==> config.mk <==
export PLATFORM = sky130hd
export DESIGN_NAME = uart_tx_controller
export DESIGN_NICKNAME = d
export VERILOG_FILES = /design/src/rtl/uart_tx_controller.sv
export SDC_FILE = /design/constraint.sdc
export NUM_CORES = 1
export LEC_CHECK = 0
export ABC_AREA = 1
export CAP_MARGIN = 20
export CORE_AREA = 4 4 80 82
export DETAILED_ROUTE_END_ITERATION = 7
export DIE_AREA = 0 0 84 86
export PLACE_DENSITY = 0.83
export SETUP_SLACK_MARGIN = 0.02
export SLEW_MARGIN = 20
export SYNTH_ARGS = -nofsm -noshare
export SYNTH_HDL_FRONTEND = slang
export SYNTH_SLANG_ARGS = --single-unit
==> constraint.sdc <==
create_clock -name clk -period 1.75 [get_ports clk]
set_input_delay 0.4375 -clock clk [delete_from_list [all_inputs] [get_ports clk]]
set_output_delay 0.4375 -clock clk [all_outputs]
set_load 0.02 [all_outputs]
==> src/rtl/uart_tx_controller.sv <==
// Drains SRAM addresses 0..LAST_ADDR over a UART line, one 8N1 frame per byte.
// A one-cycle start pulse begins the drain; done pulses once after the final stop bit.
module uart_tx_controller #(
  parameter int unsigned CLK_PER_BIT = 87,
  parameter int unsigned LAST_ADDR   = 1001
) (
  input  logic        clk,
  input  logic        rst,
  input  logic        start_i,
  input  logic        sram_ready_i,
  input  logic [15:0] sram_rdata_i,
  output logic [15:0] sram_addr_o,
  output logic        sram_start_o,
  output logic        sram_rw_o,
  output logic        uart_out_o,
  output logic        busy_o,
  output logic        done_o
);

  typedef enum logic [2:0] {
    IDLE,
    REQ,
    WAIT,
    START_BIT,
    DATA_BITS,
    STOP_BIT,
    NEXT
  } state_e;

  localparam logic [15:0] BAUD_LAST = 16'(CLK_PER_BIT - 1);
  localparam logic [15:0] ADDR_LAST = 16'(LAST_ADDR);

  state_e      state_q, state_d;
  logic [15:0] addr_q, addr_d;
  logic        sramStart_q, sramStart_d;
  logic        uart_q, uart_d;
  logic        busy_q, busy_d;
  logic        done_q, done_d;
  logic [7:0]  shift_q, shift_d;
  logic [15:0] baud_q, baud_d;
  logic [2:0]  bitIdx_q, bitIdx_d;
  logic        baudEnd;
  logic        unusedRdataHi;

  assign baudEnd       = (baud_q == BAUD_LAST);
  assign unusedRdataHi = ^sram_rdata_i[15:8];

  always_ff @(posedge clk or negedge rst) begin
    if (!rst) begin
      state_q     <= IDLE;
      addr_q      <= '0;
      sramStart_q <= 1'b1;
      uart_q      <= 1'b1;
      busy_q      <= 1'b0;
      done_q      <= 1'b0;
      shift_q     <= '0;
      baud_q      <= '0;
      bitIdx_q    <= '0;
    end else begin
      state_q     <= state_d;
      addr_q      <= addr_d;
      sramStart_q <= sramStart_d;
      uart_q      <= uart_d;
      busy_q      <= busy_d;
      done_q      <= done_d;
      shift_q     <= shift_d;
      baud_q      <= baud_d;
      bitIdx_q    <= bitIdx_d;
    end
  end

  always_comb begin
    state_d     = state_q;
    addr_d      = addr_q;
    sramStart_d = sramStart_q;
    uart_d      = uart_q;
    busy_d      = busy_q;
    done_d      = done_q;
    shift_d     = shift_q;
    baud_d      = baud_q;
    bitIdx_d    = bitIdx_q;

    unique case (state_q)
      IDLE: begin
        done_d = 1'b0;
        // A start coinciding with the done pulse belongs to the finishing drain and is dropped.
        if (start_i && !done_q) begin
          sramStart_d = 1'b0;
          busy_d      = 1'b1;
          state_d     = REQ;
        end
      end

      REQ: begin
        sramStart_d = 1'b1;
        state_d     = WAIT;
      end

      WAIT: begin
        if (sram_ready_i) begin
          shift_d = sram_rdata_i[7:0];
          uart_d  = 1'b0;
          baud_d  = '0;
          state_d = START_BIT;
        end
      end

      START_BIT: begin
        if (baudEnd) begin
          uart_d   = shift_q[0];
          shift_d  = {1'b0, shift_q[7:1]};
          bitIdx_d = '0;
          baud_d   = '0;
          state_d  = DATA_BITS;
        end else begin
          baud_d = baud_q + 16'd1;
        end
      end

      DATA_BITS: begin
        if (baudEnd) begin
          baud_d = '0;
          if (bitIdx_q == 3'd7) begin
            uart_d  = 1'b1;
            state_d = STOP_BIT;
          end else begin
            uart_d   = shift_q[0];
            shift_d  = {1'b0, shift_q[7:1]};
            bitIdx_d = bitIdx_q + 3'd1;
          end
        end else begin
          baud_d = baud_q + 16'd1;
        end
      end

      STOP_BIT: begin
        if (baudEnd) begin
          baud_d  = '0;
          state_d = NEXT;
        end else begin
          baud_d = baud_q + 16'd1;
        end
      end

      NEXT: begin
        if (addr_q == ADDR_LAST) begin
          addr_d  = '0;
          done_d  = 1'b1;
          busy_d  = 1'b0;
          state_d = IDLE;
        end else begin
          addr_d      = addr_q + 16'd1;
          sramStart_d = 1'b0;
          state_d     = REQ;
        end
      end

      default: state_d = IDLE;
    endcase
  end

  assign sram_addr_o  = addr_q;
  assign sram_start_o = sramStart_q;
  assign sram_rw_o    = 1'b1;
  assign uart_out_o   = uart_q;
  assign busy_o       = busy_q;
  assign done_o       = done_q;

endmodule
==> metrics.txt, run 1 <==
outcome completed; number of global-route vias before repair 2,901; buffer type at the clock tree root sky130_fd_sc_hd__clkbuf_8; clock-pin slew on the worst setup and hold paths 0.10 ns; number of different library cells in the post-synthesis netlist 31; global-route wire length before repair roughly 12,000 um; nature of the critical path endpoint primary output; Clock H-tree levels 2; share of the clock period used by the worst path after layout 0.924; total buffers and inverters traversed by the critical path 1; WL/cell ~13 um; count of cell instances traversed by the critical path 1; Sum Neg Setup Slack 0 ns; detailed-route DRC error count 0; endpoint of the lowest-slack register-to-register path shift_q[2]; Avg Vias per Cell 5.36; starting density of the core 0.537; area overhead of the layout relative to synthesis 18.3%; ports placed on the boundary 41; core area 5750 sq um; R2R setup slack approximately 0.14 ns; count of filler cells inserted in the layout 521; number of setup violations in the final report 0; Max Cap Viol 0; horizontal die dimension 84 um; Pre-antenna DRT Iters 5; cells traversed along the worst timing path dlygate4sd2_1; number of sinks handled by clock tree synthesis 50; final hold violation count 0; maximum achievable frequency 619 MHz; DPL Wire Length 5170 um; pwr dens 540 nW/um^2; startpoint of the lowest-slack register-to-register path bitIdx_q[0]; Global Route Usage Sum 0.203; Gate Count Post-Synth 438; Cell Rows 28; Crit-path slowest cell sky130_fd_sc_hd__dfstp_2; Post-synth EDFFs 0; standby leakage power 1.89 nW; port buffer count 31; Arrival @ worst endpoint 1.18 ns; count of cells along the worst register-to-register path 8; most used standard cell by instance count after synthesis sky130_fd_sc_hd__nand2_1; Avg Synthesized Cell Area 7.04 sq um; largest area contributor in the synthesized netlist sky130_fd_sc_hd__dfrtp_1; number of non-filler instances in the completed layout 558; share of final-layout standard cells stronger than drive strength 1 0.0952; peak per-stage delay on the critical path 0.54 ns; largest voltage drop on the vdd net 0.000458 V; number of buffers inserted during clock tree synthesis 5; synthesized cell area 3080 sq um; number of buffers on the longest clock path 2; antenna violations before repair 0; overall routed net length 6990 um; dpl cells between 500 and 600; max-slew violations 0; sequential share of the synthesized area 0.407; data required time of the critical path ~1.3 ns; initial DRC count 167; main flop type after synthesis sky130_fd_sc_hd__dfrtp_1; synthesized net count 464; clock tree from TritonCTS yes; list of most frequent post-synthesis cells sky130_fd_sc_hd__nand2_1, sky130_fd_sc_hd__dfrtp_1, sky130_fd_sc_hd__nand3_1, sky130_fd_sc_hd__nor2_1, sky130_fd_sc_hd__inv_1; antenna viol nets, final 0; proportion of netlist area held by the largest area contributor 0.390; CP Class flop to primary output; HP Class primary input to async pin; Synth async-reset ratio 1.00; Setup Skew roughly 0.014 ns; final RePlAce weighted congestion 0.913; ranking of synthesized cells by area sky130_fd_sc_hd__dfrtp_1, sky130_fd_sc_hd__nand2_1, sky130_fd_sc_hd__nand3_1; Inserted Diodes 0; end-of-flow core utilization 0.635; top cell family by delay on the critical path flip-flops; biggest fanout along the worst timing path 2; Clk Latency, worst-skew pair slightly above 0.3 ns; maximum number of pins on one net before global-route repair 34; layout net count 508; Final Critical Period 1.62 ns; die height between 80 and 90 um; Ys Warns 0; RSZ-0062 raised after global routing no; via count 2,991; hold buffers post-CTS 0; last element of the critical path sram_start_o; area of the die 7220 sq um; worst setup path start sram_start_o; register bit count reported by yosys 50; category of the worst setup path launch point flop; overflow left after global routing 0
-- where the power goes --
part	total (mW)	switching, mW	internal (mW)	leakage, nW
Sequential	1.15	0	1.15	0.675
Clock	0.761	0.398	0.363	0.0544
Combinational	0.0548	0.0297	0.0251	1.16
-- through the flow --
| stage | hold slack (ns) | instance area [sq um] | setup WS (ns) | power, mW |
|---|---|---|---|---|
| floorplan | 0.142 | 3080 | 0.307 | 1.18 |
| global placement | 0.407 | 3520 | 0.117 | 1.23 |
| detailed placement | 0.410 | 3520 | 0.0855 | 1.23 |
| CTS | 0.0683 | 3600 | 0.0306 | 1.99 |
| global route | 0.0762 | 3650 | 0.0194 | 2.04 |
| finish | 0.0589 | 3650 | 0.134 | 1.97 |
-- layout by cell type, fill, tap and decap left out, types with 3 or more instances in the layout --
| cell | n |
|---|---|
| sky130_fd_sc_hd__nand2_1 | 146 |
| sky130_fd_sc_hd__ha_1 | 6 |
| sky130_fd_sc_hd__nand3_1 | 47 |
| sky130_fd_sc_hd__o21ai_0 | 14 |
| sky130_fd_sc_hd__nand4_1 | 26 |
| sky130_fd_sc_hd__a21oi_1 | 6 |
| sky130_fd_sc_hd__o22ai_1 | 4 |
| sky130_fd_sc_hd__or2_2 | 3 |
| sky130_fd_sc_hd__nand2_2 | 3 |
| sky130_fd_sc_hd__dlygate4sd2_1 | 19 |
| sky130_fd_sc_hd__inv_1 | 44 |
| sky130_fd_sc_hd__xor2_1 | 6 |
| sky130_fd_sc_hd__nor3_1 | 6 |
| sky130_fd_sc_hd__clkbuf_8 | 7 |
| sky130_fd_sc_hd__and2_1 | 3 |
| sky130_fd_sc_hd__nor2_1 | 46 |
| sky130_fd_sc_hd__inv_2 | 4 |
| sky130_fd_sc_hd__buf_4 | 14 |
| sky130_fd_sc_hd__nand3_2 | 4 |
| sky130_fd_sc_hd__dfrtp_1 | 47 |
| sky130_fd_sc_hd__clkdlybuf4s50_1 | 10 |
-- layer usage --
| layer | vias up | GRT usage | wire length [um] |
|---|---|---|---|
| li1 | 1507 | - | - |
| met1 | 1389 | 0.245 | 3010 |
| met2 | 83 | 0.352 | 3470 |
| met3 | 12 | 0.0432 | 393 |
| met4 | 0 | 0.0848 | 118 |
| met5 | - | 0 | 0 |
-- cell families after synthesis --
kind of cell,after synthesis,synth area share
and+or+nand+nor,290,0.419
buffers and inverters,57,0.0783
AOI/OAI and AO/OA,27,0.0507
DFF,50,0.407
xor gates and xnor gates,7,0.0199
other,1,0.00122
adders and majority gates,6,0.0244
-- flip-flops by register name (all words and copies together), names as in the netlist --
signal / count
sram_addr_o: 16
baud_q: 16
shift_q: 8
busy_o: 1
state_q: 3
uart_out_o: 1
bitIdx_q: 3
done_o: 1
sram_start_o: 1
-- worst min-delay path by stage --
| stage | to | depth (start not counted) | from | slack [ns] |
|---|---|---|---|---|
| 2_1_floorplan | baud_q[0] | 0 | rst | 0.14 |
| 3_3_place_gp | sram_addr_o[10] | 1 | rst | 0.41 |
| 3_5_place_dp | sram_addr_o[10] | 1 | rst | 0.41 |
| 4_1_cts | sram_addr_o[11] | 1 | rst | 0.07 |
| 5_1_grt | sram_addr_o[11] | 1 | rst | 0.08 |
| 6_report | sram_addr_o[11] | 1 | rst | 0.06 |
-- final cells by class --
class / instances / area, sq um / share of cell area
Clock inverter: 1 / 8.76 / 0.00240
Clock buffer: 7 / 96.3 / 0.0264
Tap cell: 75 / 93.8 / 0.0257
Inverter: 48 / 180 / 0.0494
Multi-Input combinational cell: 331 / 1600 / 0.440
Timing Repair Buffer: 46 / 409 / 0.112
Sequential cell: 50 / 1250 / 0.344
-- what timing repair did --
action,in CTS,in global routing
cloned,0,0
setup endpoints to repair,19,15
pin swaps,0,1
gates resized for setup,19,6
buffers inserted,0,3
(Power assumes the default switching activity.)
==> run 2: changes to the inputs <==
Settings changed: CAP_MARGIN 20 to 25, RECOVER_POWER set to 100, SKIP_LAST_GASP set to 1.
==> metrics.txt, run 2 (same netlist as run 1, synthesis figures left out) <==
outcome completed; top cell family by delay on the critical path flip-flops; overflow left after global routing 0 (unchanged); Clock H-tree levels 2 (unchanged); data required time of the critical path 1.31 ns (about the same); design area 3600 sq um (-1.1%); CP Class flop to primary output; number of global-route vias before repair 2,901 (unchanged); count of cell instances traversed by the critical path 1 (unchanged); via count 3,008 (+0.57%); antenna violations before repair 0 (unchanged); Global Route Usage Sum 0.203 (unchanged); maximum number of pins on one net before global-route repair 34 (unchanged); area occupied by multi-input gates 1600 sq um (-0.47%); ports placed on the boundary 41 (unchanged); clock-pin slew on the worst setup and hold paths 0.10 ns (about the same); number of buffers on the longest clock path 2 (unchanged); horizontal die dimension 84 um (unchanged); antenna viol nets, final 0 (unchanged); clock tree from TritonCTS yes; starting density of the core 0.537 (unchanged); maximum achievable frequency 618 MHz (about the same); layout net count 508 (unchanged); DPL Wire Length 5170 um (unchanged); pwr dens 546 nW/um^2 (+1.0%); cells traversed along the worst timing path dlygate4sd2_1; global-route wire length before repair 12,200 um (unchanged); count of filler cells inserted in the layout 530 (+1.7%); initial DRC count 184 (+10%); RSZ-0062 raised after global routing no; area of the die 7220 sq um (unchanged); Pre-antenna DRT Iters 5 (unchanged); number of sinks handled by clock tree synthesis 50 (unchanged); combined flip-flop and latch cell area 1250 sq um (unchanged); Max Cap Viol 0 (unchanged); commonest cells after routing, fill and taps aside sky130_fd_sc_hd__nand2_1, sky130_fd_sc_hd__nand3_1, sky130_fd_sc_hd__dfrtp_1; number of setup violations in the final report 0 (unchanged); number of buffers inserted during clock tree synthesis 5 (unchanged); WL met3 403 um (+2.5%); final hold violation count 0 (unchanged); transition time of the tightest slew-check pin 1.00 ns; buffer type at the clock tree root sky130_fd_sc_hd__clkbuf_8; port buffer count 31 (unchanged); post-layout power 1.97 mW (-0.14%); final RePlAce weighted congestion 0.913 (unchanged); detailed-route DRC error count 0 (unchanged); total buffers and inverters traversed by the critical path 1 (unchanged); most common cell after layout, fill and taps aside sky130_fd_sc_hd__nand2_1; Sum Neg Setup Slack 0 ns (unchanged); Avg Vias per Cell 5.39 (+0.57%); met2 layer wire length in the routed design 3410 um (-1.8%); biggest fanout along the worst timing path 2 (unchanged); worst hold slack after final layout 0.257 ns (+0.199 ns); overall routed net length 6970 um (-0.24%); largest voltage drop on the vdd net 0.000457 V (-0.13%); category of the worst setup path launch point flop; top routing layer in use met4; count of cells along the worst register-to-register path 8 (unchanged); Crit-path slowest cell sky130_fd_sc_hd__dfstp_2; Cell Area, Placed 3520 sq um (unchanged); share of final-layout standard cells stronger than drive strength 1 0.0807 (-0.0145); die height 86 um (unchanged); Arrival @ worst endpoint 1.18 ns (about the same); hold buffers post-CTS 0 (unchanged); routed length on met1 3030 um (+0.60%); standby leakage power 1.86 nW (-1.9%); HP Class primary input to async pin; max-slew violations 0 (unchanged); Setup Skew 0.0149 ns (+0.000770 ns); Inserted Diodes 0 (unchanged); WL/cell 12.5 um (-0.24%); share of the clock period used by the worst path after layout 0.924 (about the same); Clk Latency, worst-skew pair 0.31 ns (about the same); area overhead of the layout relative to synthesis 16.9%; Slew Limit Headroom 0.333; Cell Rows 28 (unchanged); nature of the critical path endpoint primary output; Final Critical Period 1.62 ns (+0.00150 ns); core area 5750 sq um (unchanged); peak per-stage delay on the critical path 0.54 ns (about the same)
[run 2: cell count changes in the layout (fill, tap and decap cells not counted), sizes merged]
cell	before	now
buf	16	11
clkbuf	7	13
dlymetal6s2s	1	0
[run 2: worst paths after layout]
path / slack [ns] / to / start
min in group clk: 0.47 / sram_start_o / sram_start_o
max in group asynchronous: 0.36 / baud_q[0] / rst
hold reg to reg: 0.47 / sram_start_o / sram_start_o
setup reg to reg: 0.14 / shift_q[2] / bitIdx_q[0]
setup / recovery: 0.13 / sram_start_o / sram_start_o
hold / removal: 0.26 / sram_addr_o[11] / rst
[run 2: per-layer routing]
metal | vias to the layer above | track usage
met1 | 1386 | 0.245
met4 | 0 | 0.0848
li1 | 1510 | -
met3 | 15 | 0.0432
met5 | - | 0
met2 | 97 | 0.352
[run 2: layout make-up]
type | count | share of cell area
clock buffers | 7 | 0.0267
clock inverters | 1 | 0.00243
inverters | 48 | 0.0500
multi-input cells | 331 | 0.443
flip-flops and latches | 50 | 0.348
well taps | 75 | 0.0260
repair buffers | 46 | 0.104
[run 2: repair_timing]
item | in CTS | in global routing
endpoints found under the setup margin | 19 | 15
pin swaps | 0 | 1
hold endpoints to repair | 0 | 0
gates resized for setup | 19 | 6
buffers inserted | 0 | 3
[run 2: per-stage QoR]
step                std cells  setup slack (ns)   util
floorplan                 438             0.307      -
global placement          547             0.117  0.613
detailed placement        547            0.0855  0.613
CTS                       555            0.0306  0.627
global route              558            0.0220  0.627
finish                    558             0.132  0.627
[run 2: power by group]
part	switching (mW)	leakage [nW]	internal (mW)	total [mW]
Clock	0.399	0.0544	0.363	0.762
Sequential	0	0.675	1.15	1.15
Combinational	0.0288	1.13	0.0215	0.0504
==> patch: new RTL, settings of run 2 <==
Take the reset off `shift_q` and load it in a clocked block of its own.
--- a/src/rtl/uart_tx_controller.sv
+++ b/src/rtl/uart_tx_controller.sv
@@ -54,5 +54,4 @@
       busy_q      <= 1'b0;
       done_q      <= 1'b0;
-      shift_q     <= '0;
       baud_q      <= '0;
       bitIdx_q    <= '0;
@@ -64,8 +63,11 @@
       busy_q      <= busy_d;
       done_q      <= done_d;
-      shift_q     <= shift_d;
       baud_q      <= baud_d;
       bitIdx_q    <= bitIdx_d;
     end
+  end
+
+  always_ff @(posedge clk) begin
+    shift_q <= shift_d;
   end
 
Check against the original RTL: same outputs for any inputs over 10 cycles, from zero or initial values and one cycle with rst low; that may be too few to reach the edited logic, so the function may still have changed.
==> patch against run 2 <==
Sequential share of layout area is 2.3 points higher. Area after synthesis down 4.3%. Worst setup slack worse by 0.086 ns. Clock skew down 0.0017 ns. Routed wire length is 2.2% lower. Cell area is 3.3% lower. Sequential cell count unchanged. Die area unchanged.
Power is not compared: it rests on default switching activity, and its combinational part moved more than twofold at a synthesized area within 25%.
==> patch: results (changes against run 2) <==
Status: finished, final reports clean
Layout clock buffers: 8 (+1)
Via count: 2823 (-6.2%)
Area of the multi-input gates: 1420 um2 (-11%)
CP Max Fanout: 8 (+6)
Final Net Count: 476 (-6.3%)
GRT Overall Usage: 19.15% (-1.1 points)
DRT iter0 DRCs: 207 (+13%)
Instance area after placement: 3423 um2 (-2.8%)
Multi-input gate count: 290 (-12%)
Largest cells by area after synthesis: dfrtp_1 (34%), nand2_1 (14%), edfxtp_1 (8.1%)
Final non-clock buffer share: 11.45% (+1.0 points)
Worst slew pin tran: 1.040 ns (+0.03942 ns)
Worst Path Arrival: 1.72 ns (+0.54 ns)
Worst Skew: 0.01319 ns (-0.001722 ns)
Hold Path Class: in -> async
Largest net degree at the start of global routing: 43 (+26%)
Crit path largest cell delay: 0.39 ns (-0.15 ns)
Gate power share: 46.6%
Invs w/o clock: 53 (+10%)
Lkg Pwr: 0.001663 uW
ClkCell Share: 2.297% (-0.62 points)
Mean number of vias per cell: 5.367 (-0.44%)
Clk root buf: clkbuf_8
# fillers: 536 (+1.1%)
R2R cell count: 9 (+1)
Seq. pwr: 1820 uW
WHS: 0.3858 ns (+0.1284 ns)
Syn Nets: 423 (-8.8%)
Reg-to-reg slack, setup: 0.05 ns (-0.09 ns)
Count of plain and timing-repair buffers: 50 (+8.7%)
Clock buffer depth: 2 (unchanged)
Crit-path leading delay family: simple AND/OR/NAND/NOR gates
Seq/Total Area, Yosys: 43.83% (+3.2 points)
Distinct cells, synth: 29 (-6.5%)
YS warnings: 0 (unchanged)
Async SR Flop Fraction: 84.00% (-16 points)
Post-synth EDFFs: 8 (+8)
Vias in the first global route: 2619 (-9.7%)
HPWL Detailed: 5.180 mm (+0.10%)
Share of layout cells above drive strength 1: 8.869% (+0.79 points)
RR Startpoint: baud_q[0]$_DFFE_PN0P_
First-pass GRT wire length: 11.47 mm (-6.1%)
GP Congestion: 0.9431 (+3.3%)
Place WS: 0.06484 ns (-0.02070 ns)
Cells after DPL: 513 (-6.2%)
Seq/total area: 37.11% (+2.3 points)
Worst flop-to-flop path endpoint: shift_q[7]$_SDFFCE_PN0P_
Post-synthesis average cell area: 7.435 um2 (+5.6%)
Initial antenna violation count: 0 (unchanged)
Wire length per cell: 12.97 um (+3.8%)
PwrDens: 1326 nW/um2
Top post-synthesis cells by count: nand2_1 (109), inv_1 (48), nor2_1 (44), nand3_1 (41), dfrtp_1 (40)
Clock transition at path regs: 0.09 ns
DRT Pass-1 Iters: 5 (unchanged)
FP Rows: 28 (unchanged)
Peak VDD IR: 0.7216 mV
Slowest-stage cell, CP: dfrtp_1
## patch: cell count changes in the layout (fill, tap and decap cells not counted), sizes merged, moves of 3 or more
cell | before | now
nand2 | 150 | 109
nor3 | 6 | 19
nand3 | 52 | 42
nand4 | 26 | 17
dfrtp | 48 | 40
edfxtp | 0 | 8
o21ai | 14 | 21
buf | 11 | 16
inv | 48 | 53
and2 | 3 | 0
dlygate4sd2 | 19 | 16
xor2 | 6 | 9
## patch: cell families after synthesis
family,after synthesis,share of synthesized area [%]
and+or+nand+nor,238,36.07
buffers and inverters,57,7.927
DFF,50,43.83
AOI/OAI and AO/OA,35,6.528
xor gates and xnor gates,10,2.968
adders and majority gates,6,2.543
other,1,0.1271
## patch: how the worst max path moves through the flow
stage,cells after the start,slack [ns],from,endpoint
after floorplan,8,0.03,state_q[2]$_DFFE_PN0P_,shift_q[0]$_DFFE_PP_
after global placement,9,0.08,baud_q[0]$_DFFE_PN0P_,shift_q[2]$_DFFE_PP_
after detailed placement,9,0.06,baud_q[0]$_DFFE_PN0P_,shift_q[2]$_DFFE_PP_
after CTS,1,0.03,sram_addr_o[13]$_DFFE_PN0P_,sram_addr_o[13]
after global routing,9,-0.09,baud_q[0]$_DFFE_PN0P_,shift_q[7]$_SDFFCE_PN0P_
final,9,0.05,baud_q[0]$_DFFE_PN0P_,shift_q[7]$_SDFFCE_PN0P_
## patch: layer usage
layer  GRT usage (%)  part of all wire (%)  up-vias
li1                -                     -     1402
met1           23.82                    44     1327
met2           34.71                    50       86
met3           2.498                   5.0        8
met4           5.848                   1.2        0
met5               0                     0        -
## patch: repair_timing
item	CTS	global route
buffers inserted	0	5
endpoints found under the setup margin	16	15
gates cloned	0	0
resized for setup	16	8
